## config.mk

```make
export PLATFORM = sky130hd
export DESIGN_NAME = uart_rx_buffer
export DESIGN_NICKNAME = d
export VERILOG_FILES = /design/src/rtl/uart_rx_buffer.sv
export SDC_FILE = /design/constraint.sdc
export NUM_CORES = 1
export LEC_CHECK = 0
export ABC_AREA = 1
export BUFFER_PORTS_ARGS = -buffer_cell sky130_fd_sc_hd__buf_2
export CAP_MARGIN = 20
export CELL_PAD_IN_SITES_DETAIL_PLACEMENT = 0
export CELL_PAD_IN_SITES_GLOBAL_PLACEMENT = 1
export CORE_ASPECT_RATIO = 1.75
export CORE_UTILIZATION = 56
export CTS_BUF_LIST = sky130_fd_sc_hd__clkbuf_4 sky130_fd_sc_hd__clkbuf_8
export DETAILED_ROUTE_END_ITERATION = 7
export PLACE_DENSITY_LB_ADDON = 0.1
export SYNTH_ARGS = -nofsm -noshare
export SYNTH_HDL_FRONTEND = slang
export SYNTH_SLANG_ARGS = --single-unit
```

## constraint.sdc

```tcl
create_clock -name clk -period 7.75 [get_ports clk]
set_clock_uncertainty 0.15 [all_clocks]
set_input_delay 1.1625 -clock clk [delete_from_list [all_inputs] [get_ports clk]]
set_output_delay 1.1625 -clock clk [all_outputs]
set_load 0.1 [all_outputs]
```

## src/rtl/uart_rx_buffer.sv

```systemverilog
// uart_rx_buffer
// Receive-side buffer between uart_rx and uart_ctrl. The receiver's byte-ready
// level is synchronized into clk and edge-detected. Each detected byte is
// captured with its frame/parity error flags into a first-word-fall-through
// FIFO. Occupancy, a sticky overrun flag and a threshold interrupt are provided.
//
// Ports:
//   clk            system clock (only clock)
//   rst            synchronous active-high reset
//   rx_data        received byte, stable while rx_update is high
//   rx_frame_err   frame error of current byte
//   rx_parity_err  parity error of current byte
//   rx_update      byte-ready level, asynchronous to clk
//   rd_req         pop head entry (ignored when empty)
//   rd_data        head entry {parity_err, frame_err, data}, valid when !empty
//   empty / full   FIFO occupancy flags
//   count          number of entries, 0..DP
//   thresh         interrupt threshold, 0 disables
//   irq            registered, thresh != 0 && count >= thresh
//   overrun        sticky: a byte was dropped because the FIFO was full
//   overrun_clr    pulse clearing overrun (a simultaneous overrun wins)
//   flush          pulse discarding all entries
module uart_rx_buffer #(
  parameter int DP = 16,
  parameter int AW = 4
) (
  input  logic          clk,
  input  logic          rst,
  input  logic [7:0]    rx_data,
  input  logic          rx_frame_err,
  input  logic          rx_parity_err,
  input  logic          rx_update,
  input  logic          rd_req,
  output logic [9:0]    rd_data,
  output logic          empty,
  output logic          full,
  output logic [AW:0]   count,
  input  logic [AW:0]   thresh,
  output logic          irq,
  output logic          overrun,
  input  logic          overrun_clr,
  input  logic          flush
);

  localparam logic [AW:0]   DEPTH_C    = (AW+1)'(DP);
  localparam logic [AW:0]   CNT_ZERO_C = {(AW+1){1'b0}};
  localparam logic [AW:0]   CNT_ONE_C  = {{AW{1'b0}}, 1'b1};
  localparam logic [AW-1:0] PTR_ZERO_C = {AW{1'b0}};
  localparam logic [AW-1:0] PTR_ONE_C  = {{(AW-1){1'b0}}, 1'b1};

  logic            s1_q, s2_q, s3_q;
  logic [AW-1:0]   wr_ptr_q, wr_ptr_d;
  logic [AW-1:0]   rd_ptr_q, rd_ptr_d;
  logic [AW:0]     count_q, count_d;
  logic            overrun_q, overrun_d;
  logic            irq_q, irq_d;
  logic [9:0]      mem_q [DP];

  logic            push_evt_s;
  logic            empty_s;
  logic            full_s;
  logic            pop_ok_s;
  logic            wr_en_s;
  logic            ovr_evt_s;

  // A held-high rx_update yields exactly one event: rising edge of s2.
  assign push_evt_s = s2_q & ~s3_q;
  assign empty_s    = (count_q == CNT_ZERO_C);
  assign full_s     = (count_q == DEPTH_C);

  // Resolve push/pop/flush for this cycle and compute next-state values.
  always_comb begin
    pop_ok_s  = 1'b0;
    wr_en_s   = 1'b0;
    ovr_evt_s = 1'b0;
    wr_ptr_d  = wr_ptr_q;
    rd_ptr_d  = rd_ptr_q;
    count_d   = count_q;
    overrun_d = overrun_q;
    irq_d     = 1'b0;

    if (flush) begin
      // Flush discards any same-cycle push or pop; the lost push never
      // counts as an overrun.
      wr_ptr_d = PTR_ZERO_C;
      rd_ptr_d = PTR_ZERO_C;
      count_d  = CNT_ZERO_C;
    end else begin
      pop_ok_s  = rd_req & ~empty_s;
      // A pop in the same cycle frees the slot, so a full FIFO still accepts.
      wr_en_s   = push_evt_s & (~full_s | pop_ok_s);
      ovr_evt_s = push_evt_s & full_s & ~pop_ok_s;

      if (wr_en_s) begin
        wr_ptr_d = wr_ptr_q + PTR_ONE_C;
      end else begin
        wr_ptr_d = wr_ptr_q;
      end

      if (pop_ok_s) begin
        rd_ptr_d = rd_ptr_q + PTR_ONE_C;
      end else begin
        rd_ptr_d = rd_ptr_q;
      end

      case ({wr_en_s, pop_ok_s})
        2'b10:   count_d = count_q + CNT_ONE_C;
        2'b01:   count_d = count_q - CNT_ONE_C;
        default: count_d = count_q;
      endcase
    end

    // Set has priority over clear.
    if (ovr_evt_s) begin
      overrun_d = 1'b1;
    end else if (overrun_clr) begin
      overrun_d = 1'b0;
    end else begin
      overrun_d = overrun_q;
    end

    irq_d = (thresh != CNT_ZERO_C) && (count_d >= thresh);
  end

  // Synchronizer, pointers, count and flags with synchronous reset.
  always_ff @(posedge clk) begin
    if (rst) begin
      s1_q      <= 1'b0;
      s2_q      <= 1'b0;
      s3_q      <= 1'b0;
      wr_ptr_q  <= PTR_ZERO_C;
      rd_ptr_q  <= PTR_ZERO_C;
      count_q   <= CNT_ZERO_C;
      overrun_q <= 1'b0;
      irq_q     <= 1'b0;
    end else begin
      s1_q      <= rx_update;
      s2_q      <= s1_q;
      s3_q      <= s2_q;
      wr_ptr_q  <= wr_ptr_d;
      rd_ptr_q  <= rd_ptr_d;
      count_q   <= count_d;
      overrun_q <= overrun_d;
      irq_q     <= irq_d;
    end
  end

  // Entry storage; data inputs are stable while rx_update is high, so they
  // are sampled directly. Storage is not reset.
  always_ff @(posedge clk) begin
    if (wr_en_s) begin
      mem_q[wr_ptr_q] <= {rx_parity_err, rx_frame_err, rx_data};
    end
  end

  assign rd_data = mem_q[rd_ptr_q];
  assign empty   = empty_s;
  assign full    = full_s;
  assign count   = count_q;
  assign irq     = irq_q;
  assign overrun = overrun_q;

endmodule
```

# Yosys cells after proc, flatten, opt, wreduce, memory -nomap -nowiden
# Memories as Yosys holds them, arrays and structs flattened. A register that Yosys moved wholly into a read port is not among the register bits.
# Index checks and enable logic that the tools add are counted.
[totals]
ff_bits = 18
mem_bits_rw = 160
inputBits = 21
wordCells = 42
mem_count = 1
[mem_list]
columns = ["memory", "depth", "width", "rd", "rd_ports_with_merged_regs", "write_ports", "line_no", "text"]
rows = [
  ["mem_q", 16, 10, 1, 1, 1, "57", "logic [9:0] mem_q [DP];"],
]
[op_classes]
add_sub_neg = 4
n_lt_le_gt_ge = 1
eq_ne = 3
n_mux = 10
bitwise = 10
reduce_logical = 5
[op_table]
columns = ["op", "n"]
rows = [
  ["5-bit one-hot mux with 2 select lines", 1],
  ["4-bit by 1-bit adder with 4-bit output (second input constant)", 2],
  ["4-bit two-way mux", 2],
  ["1-bit two-way mux", 6],
  ["5-bit by 1-bit adder with 5-bit output (second input constant)", 1],
  ["1-bit AND", 5],
  ["5-bit == test (second input constant)", 1],
  ["5-bit greater-or-equal comparator", 1],
  ["5-bit logical NOT", 1],
  ["5-bit two-way mux", 1],
  ["5-bit nonzero test", 1],
  ["5-bit by 1-bit subtractor with 5-bit output (second input constant)", 1],
  ["1-bit NOT", 4],
  ["2-bit by 1-bit == test with 1-bit output (second input constant)", 1],
  ["2-bit == test (second input constant)", 1],
  ["2-bit nonzero test", 1],
  ["2-bit OR reduction", 1],
  ["1-bit logical AND", 1],
  ["1-bit OR", 1],
]

# Longest topological paths before layout
[depth]
word_depth = 10
ltp_mapped = 19
depth_no_buf = 19

# Worst setup path after synthesis
# Ideal clock, no wire load.
[synth_timing]
path_kind = "register to register"
startpoint = "register count_q[4], in the netlist count[4]"
endpoint = "register irq_q, in the netlist irq"
setup_time_ns = 0.130
arrival_time_ns = 3.179
setup_slack_ns = 4.291
stages_incl_launch_ff = 18
path_cell_list = "dfxtp_1 -> inv_2 -> nor2_4 -> nand2_4 -> nand2_4 -> nor2_4 -> nor2_4 -> inv_2 -> or2_1 -> nand3_2 -> ha_1 -> inv_1 -> nand2_1 -> a21oi_1 -> o21bai_1 -> a21o_1 -> a21oi_1 -> nor3_1"
[synth_via]
elab_cells_between_ends = 15
cone_classes = "add/sub: 2; order compare: 1; eq/ne: 3; mux: 2; bitwise: 5; reduce/logical: 2"
[synth_lines]
columns = ["element", "line_no", "text"]
rows = [
  ["from (decl)", "54", "logic [AW:0] count_q, count_d;"],
  ["from (signal assigned)", "142", "count_q <= count_d;"],
  ["5-bit == test (*)", "69", "assign full_s = (count_q == DEPTH_C);"],
  ["via full", "36", "output logic full,"],
  ["1-bit NOT (*)", "91", "wr_en_s = push_evt_s & (~full_s | pop_ok_s);"],
  ["1-bit OR (*)", "91", ""],
  ["1-bit AND (*)", "91", ""],
  ["2-bit by 1-bit == test with 1-bit output or 2-bit == test (tied branches)", "106", "case ({wr_en_s, pop_ok_s})"],
  ["5-bit one-hot mux with 2 select lines (*)", "106", ""],
  ["5-bit two-way mux (*)", "82", "if (flush) begin"],
  ["5-bit greater-or-equal comparator (*)", "122", "irq_d = (thresh != CNT_ZERO_C) && (count_d >= thresh);"],
  ["1-bit logical AND (*)", "122", ""],
  ["to (signal assigned)", "144", "irq_q <= irq_d;"],
  ["to (decl)", "56", "logic irq_q, irq_d;"],
]
# The timed path passes the listed nets; every way through them passes the cells marked *.
# A chain may end at the register's enable or synchronous reset.

==> impl_results.md <==
* Flop pwr share at 0.586
* Final #Nets at 696
* Worst path max stage delay at roughly 0.81 ns
* Worst setup margin at between 3 and 4 ns
* Detailed Route WL at about 16 mm
* Global-route wire length before repair at 25.33 mm
* Most used cell, CP: o211ai_1
* Actual slew at the worst max-slew pin at about 0.79 ns
* DP Wirelength at approximately 11 mm
* RSZ-0062 raised after global routing: false
* R2r worst-path depth at 15
* Static Leak at 3.041 nW
* Setup Fix Bufs, Post-CTS at 0
* # Max-Cap Violations at 0
* Initial core utilization at 0.5726
* Commonest non-fill, non-tap cells in the layout: edfxtp_1, inv_1, o21ai_0
* Mapped Nets at 646
* Logic pwr share at 0.092
* Pwr Density at 215.6 nW/um^2
* Top cells by area, synth: edfxtp_1, dfxtp_1, mux2i_1, o211ai_1, o21ai_0
* Total CTS buffers at 17
* Die Span Y at 156.7 um
* WP depth at 6
* Share of cells above drive strength 1 at 0.1610
* Row cnt at 56
* Post-Syn Instances at ~610
* Crit path DAT at slightly above 3 ns
* Worst skew pair latency at 0.46 ns
* Post-CTS sizing at 0
* Drt initial violations at 290
* Total number of yosys warnings at 0
* CP Launch Type: flop
* Routed via count at 4,759
* CP max FO at 61
* Req. time, crit path at around 6.4 ns
* Buf/Inv on CP at 2
* # IOs at 40
* Hold path start: s1_q$_SDFF_PP0_
* Pin count of the biggest net entering global routing at a little over 60
* Drt wl/cell at 19.38 um
* Worst ir drop on vdd at 0.1019 mV
* Cell taking the most area after synthesis: edfxtp_1
* Total GRT Usage at 0.2480
* Crit path max-delay family: buffers and inverters
* Post-synthesis sequential area ratio at 0.6845
* Vias/cell at 5.592
* Synthesis-stage register bit count at 182
* Residual DRC count at 0
* Synth unique cells at 33
* Area of the mapped netlist at 7662 um^2
* Global route overflow at 0
* Area Overhead vs Synth at 11.17%
* F_max at 228.4 MHz
* Ant. Diodes at 0
* Power share of the clock group at 0.322
* Area post-placement at 8147 um^2
* Storage cell area at 5249 um^2
* Crit Path Class: reg -> out
* Multi-input gate area at 2007 um^2
* TNS Setup at 0 ns
* Vias in the first global route at 4,647
* I/O Buffers at 39
* H-tree depth at 4
* Initial antenna violation count at 0
* Switching Share at 0.2675
* Status: complete, no violations
* CTS Hold Bufs at 0
* Final setup vio count at 0
* Core area at 13,380 um^2
* Pint at roughly 1.3 mW
* Hold Vio Cnt, Final at 0
* Clk root buf: clkbuf_8
* CTS clk-pin slew, worst paths at 0.10 ns
* Worst slack, placed at 3.877 ns
* Slew Limit Headroom at 0.4718
* Slew Viols, Final at 0
* Clock Path Buffers at 2
* Crit end category: output pin
* Filler Cells Inserted at 1,041
* Die area at 14,170 um^2
* Final instance area at 8518 um^2
* Die X-Extent at 90.43 um
* Hold Path Stages at 2
* Gpl congestion at 0.8045
* TritonCTS clock tree: done
* Yosys top cell area share at 0.6270
* Psw at 0.4912 mW
* First-pass iteration count of the detailed router at 4
* Final ANT Viol Nets at 0
* CTS sink cnt at between 150 and 200
* CP max stage cell: dfxtp_4
* Mean Syn Cell Area at 12.48 um^2
* Crit path cell chain: buf_4 -> mux2i_1 -> o211ai_1 -> o211ai_1 -> nand2_1 -> buf_2
* Tcrit/Tclk final at 0.5649
* Minimum clock period at approximately 4.4 ns
* Most common library cell in the layout ignoring fill and taps: edfxtp_1
* Hold Path Class: reg -> reg
* Worst r2r src: count[0]$_SDFF_PP0_
## logic make-up after synthesis
group                      synth area share
buffers and inverters               0.05356
and+or+nand+nor                     0.07642
adders and majority gates           0.01796
xor gates and xnor gates           0.001143
AOI/OAI and AO/OA                    0.1141
muxes                               0.05225
DFF                                  0.6845
## worst min-delay path: stages, from the launching register on
cell and delay [ns]:
dfxtp_1 0.31, inv_1 0.04, nor2_1 0.03
## state kept, by name (all words and copies together) (netlist names), named ones only
name,count
mem_q,160
count,5
rd_ptr_q,4
wr_ptr_q,4
irq,1
overrun,1
s1_q,1
s2_q,1
s3_q,1
## cell type report
| type | count | area share |
|---|---|---|
| clock buffers | 17 | 0.02747 |
| multi-input cells | 325 | 0.2356 |
| flip-flops and latches | 182 | 0.6162 |
| inverters | 79 | 0.03481 |
| repair buffers | 59 | 0.04421 |
| well taps | 174 | 0.02556 |
| clock inverters | 15 | 0.01616 |
## path summary, 6_finish.rpt
path | end | slack [ns]
setup / recovery | rd_data[0] | 3.37
setup reg to reg | irq$_SDFF_PP0_ | 4.93
hold / removal | s2_q$_SDFF_PP0_ | 0.26
hold reg to reg | s2_q$_SDFF_PP0_ | 0.26
## cell usage after synthesis, drive strengths merged
library cell / n
edfxtp: 160
inv: 78
o21ai: 56
a21oi: 50
nand2: 50
mux2i: 40
o211ai: 40
nor2: 39
nand3: 23
dfxtp: 22
clkbuf: 17
buf: 11
ha: 11
nand4: 6
o21bai: 2
a21o: 1
a31oi: 1
clkinv: 1
nand3b: 1
nor3: 1
o22ai: 1
o32ai: 1
or2: 1
xor2: 1
## metal layers
metal | vias to the layer above | GRT usage | share of wire
li1 | 2297 | - | -
met1 | 2299 | 0.2679 | 0.37
met2 | 133 | 0.4722 | 0.56
met3 | 30 | 0.04422 | 0.043
met4 | 0 | 0.1029 | 0.026
met5 | - | 0 | 0
## power by group through the flow
stage               Clock [mW]  Combinational [mW]  Sequential (mW)
floorplan                    0               0.119             1.11
global placement             0               0.167             1.10
detailed placement           0               0.171             1.10
CTS                      0.605               0.171             1.08
global route             0.638               0.185             1.08
finish                   0.591               0.170             1.08
## metrics by stage
step / hold slack [ns] / power [mW] / util / cells
3_3_place_gp: 0.2573 / 1.265 / 0.6042 / 815
4_1_cts: 0.2693 / 1.852 / 0.6365 / 851
2_1_floorplan: 0.2383 / 1.226 / - / 614
3_5_place_dp: 0.2494 / 1.269 / 0.6087 / 819
5_1_grt: 0.2971 / 1.899 / 0.6365 / 851
6_report: 0.2641 / 1.836 / 0.6365 / 851
Note: power is estimated with default switching activity, not from simulation.
